==> src/rtl/muldiv_pkg.sv <==
// Shared definitions for the iterative multiply/divide unit.
//   muldiv_op_t    : operation code, RV32M/RV64M funct3 encoding
//   muldiv_state_t : control FSM states
//   helpers        : operand signedness and operation class decode
package muldiv_pkg;

  typedef enum logic [2:0] {
    MUL    = 3'd0,
    MULH   = 3'd1,
    MULHSU = 3'd2,
    MULHU  = 3'd3,
    DIV    = 3'd4,
    DIVU   = 3'd5,
    REM    = 3'd6,
    REMU   = 3'd7
  } muldiv_op_t;

  typedef enum logic [1:0] {
    IDLE = 2'd0,
    BUSY = 2'd1,
    DONE = 2'd2
  } muldiv_state_t;

  // MUL returns only the low half, which is sign-agnostic, so it is
  // treated as unsigned.
  function automatic logic is_signed_op1(muldiv_op_t op);
    return (op == MULH) || (op == MULHSU) || (op == DIV) || (op == REM);
  endfunction

  function automatic logic is_signed_op2(muldiv_op_t op);
    return (op == MULH) || (op == DIV) || (op == REM);
  endfunction

  function automatic logic is_div_op(muldiv_op_t op);
    return op[2];
  endfunction

  function automatic logic is_rem_op(muldiv_op_t op);
    return op[2] & op[1];
  endfunction

  function automatic logic is_high_op(muldiv_op_t op);
    return (op == MULH) || (op == MULHSU) || (op == MULHU);
  endfunction

endpackage

==> src/rtl/muldiv_div_step.sv <==
// One combinational restoring-division step.
// Ports:
//   rem_in       : current partial remainder (XLEN+1 bits)
//   dividend_bit : next dividend bit shifted into the remainder
//   divisor      : divisor magnitude
//   rem_out      : next partial remainder
//   q_bit        : quotient bit produced by this step
module muldiv_div_step #(
  parameter int XLEN = 32
) (
  input  logic [XLEN:0]   rem_in,
  input  logic            dividend_bit,
  input  logic [XLEN-1:0] divisor,
  output logic [XLEN:0]   rem_out,
  output logic            q_bit
);

  logic [XLEN+1:0] shifted;

  always_comb begin
    shifted = {rem_in, dividend_bit};
    q_bit   = (shifted >= {2'b00, divisor});
    // The remainder stays below the divisor, so XLEN+1 bits always hold it.
    rem_out = q_bit ? (XLEN+1)'(shifted - {2'b00, divisor}) : shifted[XLEN:0];
  end

endmodule

==> src/rtl/muldiv_unit.sv <==
// Iterative multiply/divide unit for the eight RV32M/RV64M operations.
// Multiply is radix-2 shift-add, divide is restoring, one bit per cycle.
// Optional build macro MULDIV_FAST_MUL_EN: multiplies complete in a single
// cycle through a hardware multiplier; division is unchanged.
//
// Ports:
//   clk, reset          : clock, synchronous active-high reset
//   in_valid / in_ready : request handshake (in_ready high only in IDLE)
//   op, op1_data, op2_data : operation and operands
//   kill                : pipeline flush, drops any in-flight operation
//   out_valid / out_ready : result handshake
//   result              : registered result, stable while out_valid
//
// state | meaning
// IDLE  | waiting for a request, in_ready=1
// BUSY  | iterating one bit per cycle, counter counts down to 0
// DONE  | result presented, waiting for out_ready
module muldiv_unit
  import muldiv_pkg::*;
#(
  parameter int XLEN = 32
) (
  input  logic            clk,
  input  logic            reset,
  input  logic            in_valid,
  output logic            in_ready,
  input  muldiv_op_t      op,
  input  logic [XLEN-1:0] op1_data,
  input  logic [XLEN-1:0] op2_data,
  input  logic            kill,
  output logic            out_valid,
  input  logic            out_ready,
  output logic [XLEN-1:0] result
);

  localparam int CW = $clog2(XLEN);
  localparam logic [CW-1:0] CNT_INIT = CW'(XLEN - 1);

  muldiv_state_t state, state_next;

  muldiv_op_t      op_q;
  logic            neg_q;
  logic [CW-1:0]   cnt;
  logic [2*XLEN-1:0] acc;     // product accumulator; low half is the quotient when dividing
  logic [XLEN-1:0] mcand;     // multiplicand or divisor magnitude
  logic [XLEN:0]   prem;      // partial remainder
  logic [XLEN-1:0] result_q;

  // Accept-side decode
  logic            accept;
  logic            op1_neg, op2_neg, res_neg;
  logic [XLEN-1:0] op1_mag, op2_mag;
  logic            div_by_zero, div_ovf, special;
  logic [XLEN-1:0] special_res;
  logic            fast_mul;
  logic [XLEN-1:0] fast_res;

  // Iteration datapath
  logic [XLEN:0]     mul_sum;
  logic [2*XLEN-1:0] mul_next;
  logic [XLEN:0]     div_rem_next;
  logic              div_q_bit;
  logic [XLEN-1:0]   q_next;
  logic [2*XLEN-1:0] prod_fix;
  logic [XLEN-1:0]   quo_fix, rem_fix;
  logic [XLEN-1:0]   busy_res;

  assign in_ready  = (state == IDLE);
  assign out_valid = (state == DONE);
  assign result    = result_q;
  assign accept    = (state == IDLE) && in_valid && !kill;

  always_comb begin
    op1_neg     = is_signed_op1(op) & op1_data[XLEN-1];
    op2_neg     = is_signed_op2(op) & op2_data[XLEN-1];
    op1_mag     = op1_neg ? -op1_data : op1_data;
    op2_mag     = op2_neg ? -op2_data : op2_data;
    res_neg     = is_rem_op(op) ? op1_neg : (op1_neg ^ op2_neg);
    div_by_zero = (op2_data == '0);
    div_ovf     = ((op == DIV) || (op == REM))
                  && (op1_data == {1'b1, {(XLEN-1){1'b0}}})
                  && (&op2_data);
    special     = is_div_op(op) && (div_by_zero || div_ovf);
    if (div_by_zero)
      special_res = is_rem_op(op) ? op1_data : '1;
    else
      special_res = is_rem_op(op) ? '0 : op1_data;
  end

`ifdef MULDIV_FAST_MUL_EN
  logic signed [XLEN:0]     fm_a, fm_b;
  logic signed [2*XLEN+1:0] fm_prod;

  always_comb begin
    fm_a     = {is_signed_op1(op) & op1_data[XLEN-1], op1_data};
    fm_b     = {is_signed_op2(op) & op2_data[XLEN-1], op2_data};
    fm_prod  = fm_a * fm_b;
    fast_mul = !is_div_op(op);
    fast_res = is_high_op(op) ? XLEN'(fm_prod >>> XLEN) : XLEN'(fm_prod);
  end
`else
  assign fast_mul = 1'b0;
  assign fast_res = '0;
`endif

  muldiv_div_step #(.XLEN(XLEN)) u_div_step (
    .rem_in       (prem),
    .dividend_bit (acc[XLEN-1]),
    .divisor      (mcand),
    .rem_out      (div_rem_next),
    .q_bit        (div_q_bit)
  );

  always_comb begin
    mul_sum  = {1'b0, acc[2*XLEN-1:XLEN]} + {1'b0, (acc[0] ? mcand : '0)};
    mul_next = {mul_sum, acc[XLEN-1:1]};
    q_next   = {acc[XLEN-2:0], div_q_bit};
    prod_fix = neg_q ? -mul_next : mul_next;
    quo_fix  = neg_q ? -q_next : q_next;
    rem_fix  = neg_q ? -div_rem_next[XLEN-1:0] : div_rem_next[XLEN-1:0];
    if (is_div_op(op_q))
      busy_res = is_rem_op(op_q) ? rem_fix : quo_fix;
    else
      busy_res = is_high_op(op_q) ? prod_fix[2*XLEN-1:XLEN] : prod_fix[XLEN-1:0];
  end

  always_ff @(posedge clk) begin
    if (reset) state <= IDLE;
    else       state <= state_next;
  end

  always_comb begin
    state_next = state;
    case (state)
      IDLE: if (accept) state_next = (special || fast_mul) ? DONE : BUSY;
      BUSY: if (cnt == '0) state_next = DONE;
      DONE: if (out_ready) state_next = IDLE;
      default: state_next = IDLE;
    endcase
    if (kill) state_next = IDLE;
  end

  always_ff @(posedge clk) begin
    if (reset) begin
      op_q     <= MUL;
      neg_q    <= 1'b0;
      cnt      <= '0;
      acc      <= '0;
      mcand    <= '0;
      prem     <= '0;
      result_q <= '0;
    end else if (accept) begin
      op_q  <= op;
      neg_q <= res_neg;
      cnt   <= CNT_INIT;
      prem  <= '0;
      if (is_div_op(op)) begin
        mcand <= op2_mag;
        acc   <= {{XLEN{1'b0}}, op1_mag};
      end else begin
        mcand <= op1_mag;
        acc   <= {{XLEN{1'b0}}, op2_mag};
      end
      if (special)       result_q <= special_res;
      else if (fast_mul) result_q <= fast_res;
    end else if ((state == BUSY) && !kill) begin
      cnt <= cnt - CW'(1);
      if (is_div_op(op_q)) begin
        acc  <= {acc[2*XLEN-1:XLEN], q_next};
        prem <= div_rem_next;
      end else begin
        acc <= mul_next;
      end
      if (cnt == '0) result_q <= busy_res;
    end
  end

endmodule

==> config.mk <==
export PLATFORM = sky130hd
export DESIGN_NAME = muldiv_unit
export DESIGN_NICKNAME = d
export VERILOG_FILES = /design/src/rtl/muldiv_pkg.sv /design/src/rtl/muldiv_div_step.sv /design/src/rtl/muldiv_unit.sv
export SDC_FILE = /design/constraint.sdc
export NUM_CORES = 1
export LEC_CHECK = 0
export BUFFER_PORTS_ARGS = -buffer_cell sky130_fd_sc_hd__buf_2
export CORE_UTILIZATION = 45
export DETAILED_ROUTE_END_ITERATION = 6
export GPL_ROUTABILITY_DRIVEN = 0
export PLACE_DENSITY = 0.58
export RECOVER_POWER = 50
export SLEW_MARGIN = 0
export SYNTH_ARGS = -nofsm -noshare
export SYNTH_HDL_FRONTEND = slang
export SYNTH_SLANG_ARGS = --single-unit
==> constraint.sdc <==
create_clock -name clk -period 7.5 [get_ports clk]
set_clock_uncertainty 0.05 [all_clocks]
set_input_delay 1.5 -clock clk [delete_from_list [all_inputs] [get_ports clk]]
set_output_delay 1.5 -clock clk [all_outputs]
set_load 0.01 [all_outputs]
==> impl_metrics.sql <==
INSERT INTO impl_metrics (metric_group, metric, value, unit) VALUES
('yosys', 'synth.area.top_cells', 'dfxtp_1, a21oi_1, nand2_1, nor2_1, ha_1', ''),
('sta', 'finalCriticalPeriod', '6570', 'ps'),
('cells_and_area', 'drive_gt1_share', '7.52', '%'),
('cells_and_area', 'num-fill-cells', '4203', ''),
('yosys', 'proportion_of_synthesized_chip_area_in_sequential_cells', '18.6', '%'),
('sta', 'slew_viol_final', '327', ''),
('sta', 'hold_violations', '0', ''),
('job', 'max_cap_violations', '5', ''),
('drt', 'routed_wirelength', '80700', 'um'),
('power_and_ir_drop', 'net-switching-power', '1370', 'uW'),
('power_and_ir_drop', 'power.ir.vdd_worst', '0.172', 'mV'),
('power_and_ir_drop', 'p_sw_share', '43.7', '%'),
('cts', 'cts_tree', 'yes', ''),
('sta', 'max_slew_margin', '-166', '%'),
('setup_path', 'crit_required', '7760', 'ps'),
('cells_and_area', 'design_area', '19600', 'sq um'),
('cts', 'clk_pin_slew_worst_paths', '80', 'ps'),
('setup_path', 'critical_path_class', 'in -> reg', ''),
('grt', 'first_global_vias', '19000', ''),
('yosys', 'main_combinational_cell_family_by_area_after_synthesis', 'compound AO/OA/AOI/OAI gates', ''),
('sta', 'final.setup.tns', '0', 'ps'),
('placement', 'placement.io_buffers', '105', ''),
('yosys', 'synth_flop_cell', 'dfxtp_1', ''),
('yosys', 'synth.largest_area_cell', 'dfxtp_1', ''),
('sta', 'unrepaired_setup_endpoints_after_global_routing', 'no', ''),
('yosys', 'ys_async_sr_fraction', '0', '%'),
('status', 'violations', 'design-rule violations, max-capacitance violations, max-slew violations', ''),
('yosys', 'synth_area', '18500', 'sq um'),
('grt', 'gr-total-overflow', '0', ''),
('setup_path', 'critical_path.slowest_cell', 'clkbuf_1', ''),
('cells_and_area', 'layout-area-overhead-vs-synth', '5.57', '%'),
('floorplanning', 'core_area', '40200', 'sq um'),
('yosys', 'synth_compound_gate_area_share', '31.0', '%'),
('yosys', 'yosys.area_share.xor_xnor', '7.28', '%'),
('floorplanning', 'dieHeight', '205', 'um'),
('cells_and_area', 'seqCellArea', '3450', 'sq um'),
('setup_path', 'crit_arrival', '6830', 'ps'),
('placement', 'dp_hpwl', '61900', 'um'),
('yosys', 'ys_ff_latch', '172', ''),
('placement', 'placement.cell_area', '19000', 'sq um'),
('cells_and_area', 'number_of_antenna_diodes', '0', ''),
('drt', 'detail-route-antenna-nets', '0', ''),
('cts', 'post_cts_hold_buffer_count', '0', ''),
('sta', 'timing_worst_slew_pin_value', '4000', 'ps'),
('setup_path', 'crit_path_frequent_cell', 'clkbuf_1', ''),
('power_and_ir_drop', 'power.internal', '1770', 'uW'),
('drt', 'first_iter_violations', '3183', ''),
('yosys', 'mappedNetlistNets', '2839', ''),
('grt', 'grt_antenna_before_repair', '0', ''),
('min_path', 'timing.hold.worst.class', 'reg -> reg', ''),
('yosys', 'post_synth_fa_ha_maj_area_fraction', '5.24', '%'),
('drt', 'detail_route.wl_per_cell', '25.4', 'um'),
('cells_and_area', 'finish.cell_count_without_fillers', '3173', ''),
('setup_path', 'timing.critical_path.to_type', 'flop', ''),
('cts', 'clk-insertion-delay-late', '490', 'ps'),
('yosys', 'netlist.area_leader.share', '18.6', '%'),
('sta', 'fin_crit_sh', '87.7', '%'),
('yosys', 'synth_commonest_cells', 'nand2_1, nor2_1, a21oi_1', ''),
('yosys', 'synth.most_common_cell', 'nand2_1', ''),
('sta', 'max_freq', '152', 'MHz'),
('floorplanning', 'pin_count', '106', ''),
('power_and_ir_drop', 'leakagePower', '0.00690', 'uW'),
('drt', 'detailedRoute.firstPassIterationCount', '7', ''),
('yosys', 'synthesis.yosys.warnings', '0', ''),
('cts', 'clkSinkCount', '172', ''),
('cts', 'post_cts_buffers', '0', ''),
('grt', 'grt_first_pass_wirelength', '119000', 'um'),
('drt', 'remaining_drc_errors', '25', ''),
('floorplanning', 'floorplan.initialDensity', '46.1', '%'),
('status', 'status', 'finished with violations', ''),
('cts', 'cts-buffers-inserted', '17', '');
per-stage QoR:
step / util, % / total power, uW / worst slack [ps] / hold WS [ps]
3_3_place_gp: 47.4 / 2150 / 1720 / 389
2_1_floorplan: - / 1800 / 2110 / 382
5_1_grt: 48.7 / 3240 / 735 / 422
6_report: 48.7 / 3140 / 925 / 404
3_5_place_dp: 47.4 / 2160 / 1730 / 393
4_1_cts: 48.8 / 3070 / 1720 / 403
per-layer routing:
metal  track usage (%)  share of wire [%]
met1              51.3                 41
met2              55.6                 42
met3              7.02                 10
met4              21.1                6.3
met5                 0                  0
area by class of cell:
| cell class | count | share of cell area (%) |
|---|---|---|
| Clock buffer | 17 | 2.18 |
| Clock inverter | 15 | 0.806 |
| Inverter | 72 | 1.38 |
| Multi-Input combinational cell | 2236 | 71.1 |
| Sequential cell | 172 | 17.6 |
| Tap cell | 525 | 3.36 |
| Timing Repair Buffer | 136 | 3.58 |
kinds of logic (layout without fill, tap and decap cells):
group                    after synthesis  after routing
buffers and inverters                285            240
AO/OA/AOI/OAI                        882            882
multiplexers                          77             77
flip-flops                           172            172
XOR/XNOR                             154            154
AND/OR/NAND/NOR                     1046           1046
adder cells (fa/ha/maj)               77             77
cells in the final DEF, fill, tap and decap left out, types with 29 or more instances in the layout:
cell type,instances
nand2_1,340
nor2_1,306
a21oi_1,271
dfxtp_1,169
o21ai_0,148
o211ai_1,108
xnor2_1,91
nor3_1,77
a211oi_1,73
ha_1,72
inv_1,71
buf_2,69
nand3_1,67
xor2_1,63
mux2i_1,61
a31oi_1,42
nand4_1,38
clkbuf_1,38
nor4_1,31
or3_1,29
o31ai_1,29
power by group through the flow:
stage	logic (uW)	clock network, uW	registers [uW]
final	1200	934	1000
after CTS	1150	930	998
after global routing	1270	971	1010
after floorplan	823	0	977
after global placement	1140	0	1020
after detailed placement	1140	0	1020
worst register-to-register path, delay by kind of cell, from the launching register on:
| family | cells | cell delay [ps] |
|---|---|---|
| AOI/OAI and AO/OA | 5 | 2060 |
| adders and majority gates | 3 | 950 |
| buffers and inverters | 3 | 320 |
| DFF | 1 | 380 |
| muxes | 2 | 580 |
| and+or+nand+nor | 7 | 1860 |
flip-flops by register name, summed over array words and instances (netlist names):
name,cells
acc,64
cnt,5
mcand,32
neg_q,1
op_q,3
prem,33
result,32
state,2
worst paths after layout:
kind / startpoint / end / depth (start not counted)
setup / recovery: kill / result[9]$_SDFFE_PP0P_ / 7
hold / removal: mcand[3]$_SDFFE_PP0P_ / mcand[3]$_SDFFE_PP0P_ / 2
setup reg to reg: acc[31]$_SDFFE_PP0P_ / result[22]$_SDFFE_PP0P_ / 20
hold reg to reg: mcand[3]$_SDFFE_PP0P_ / mcand[3]$_SDFFE_PP0P_ / 2
No activity file was read; power rests on OpenSTA's default activity.
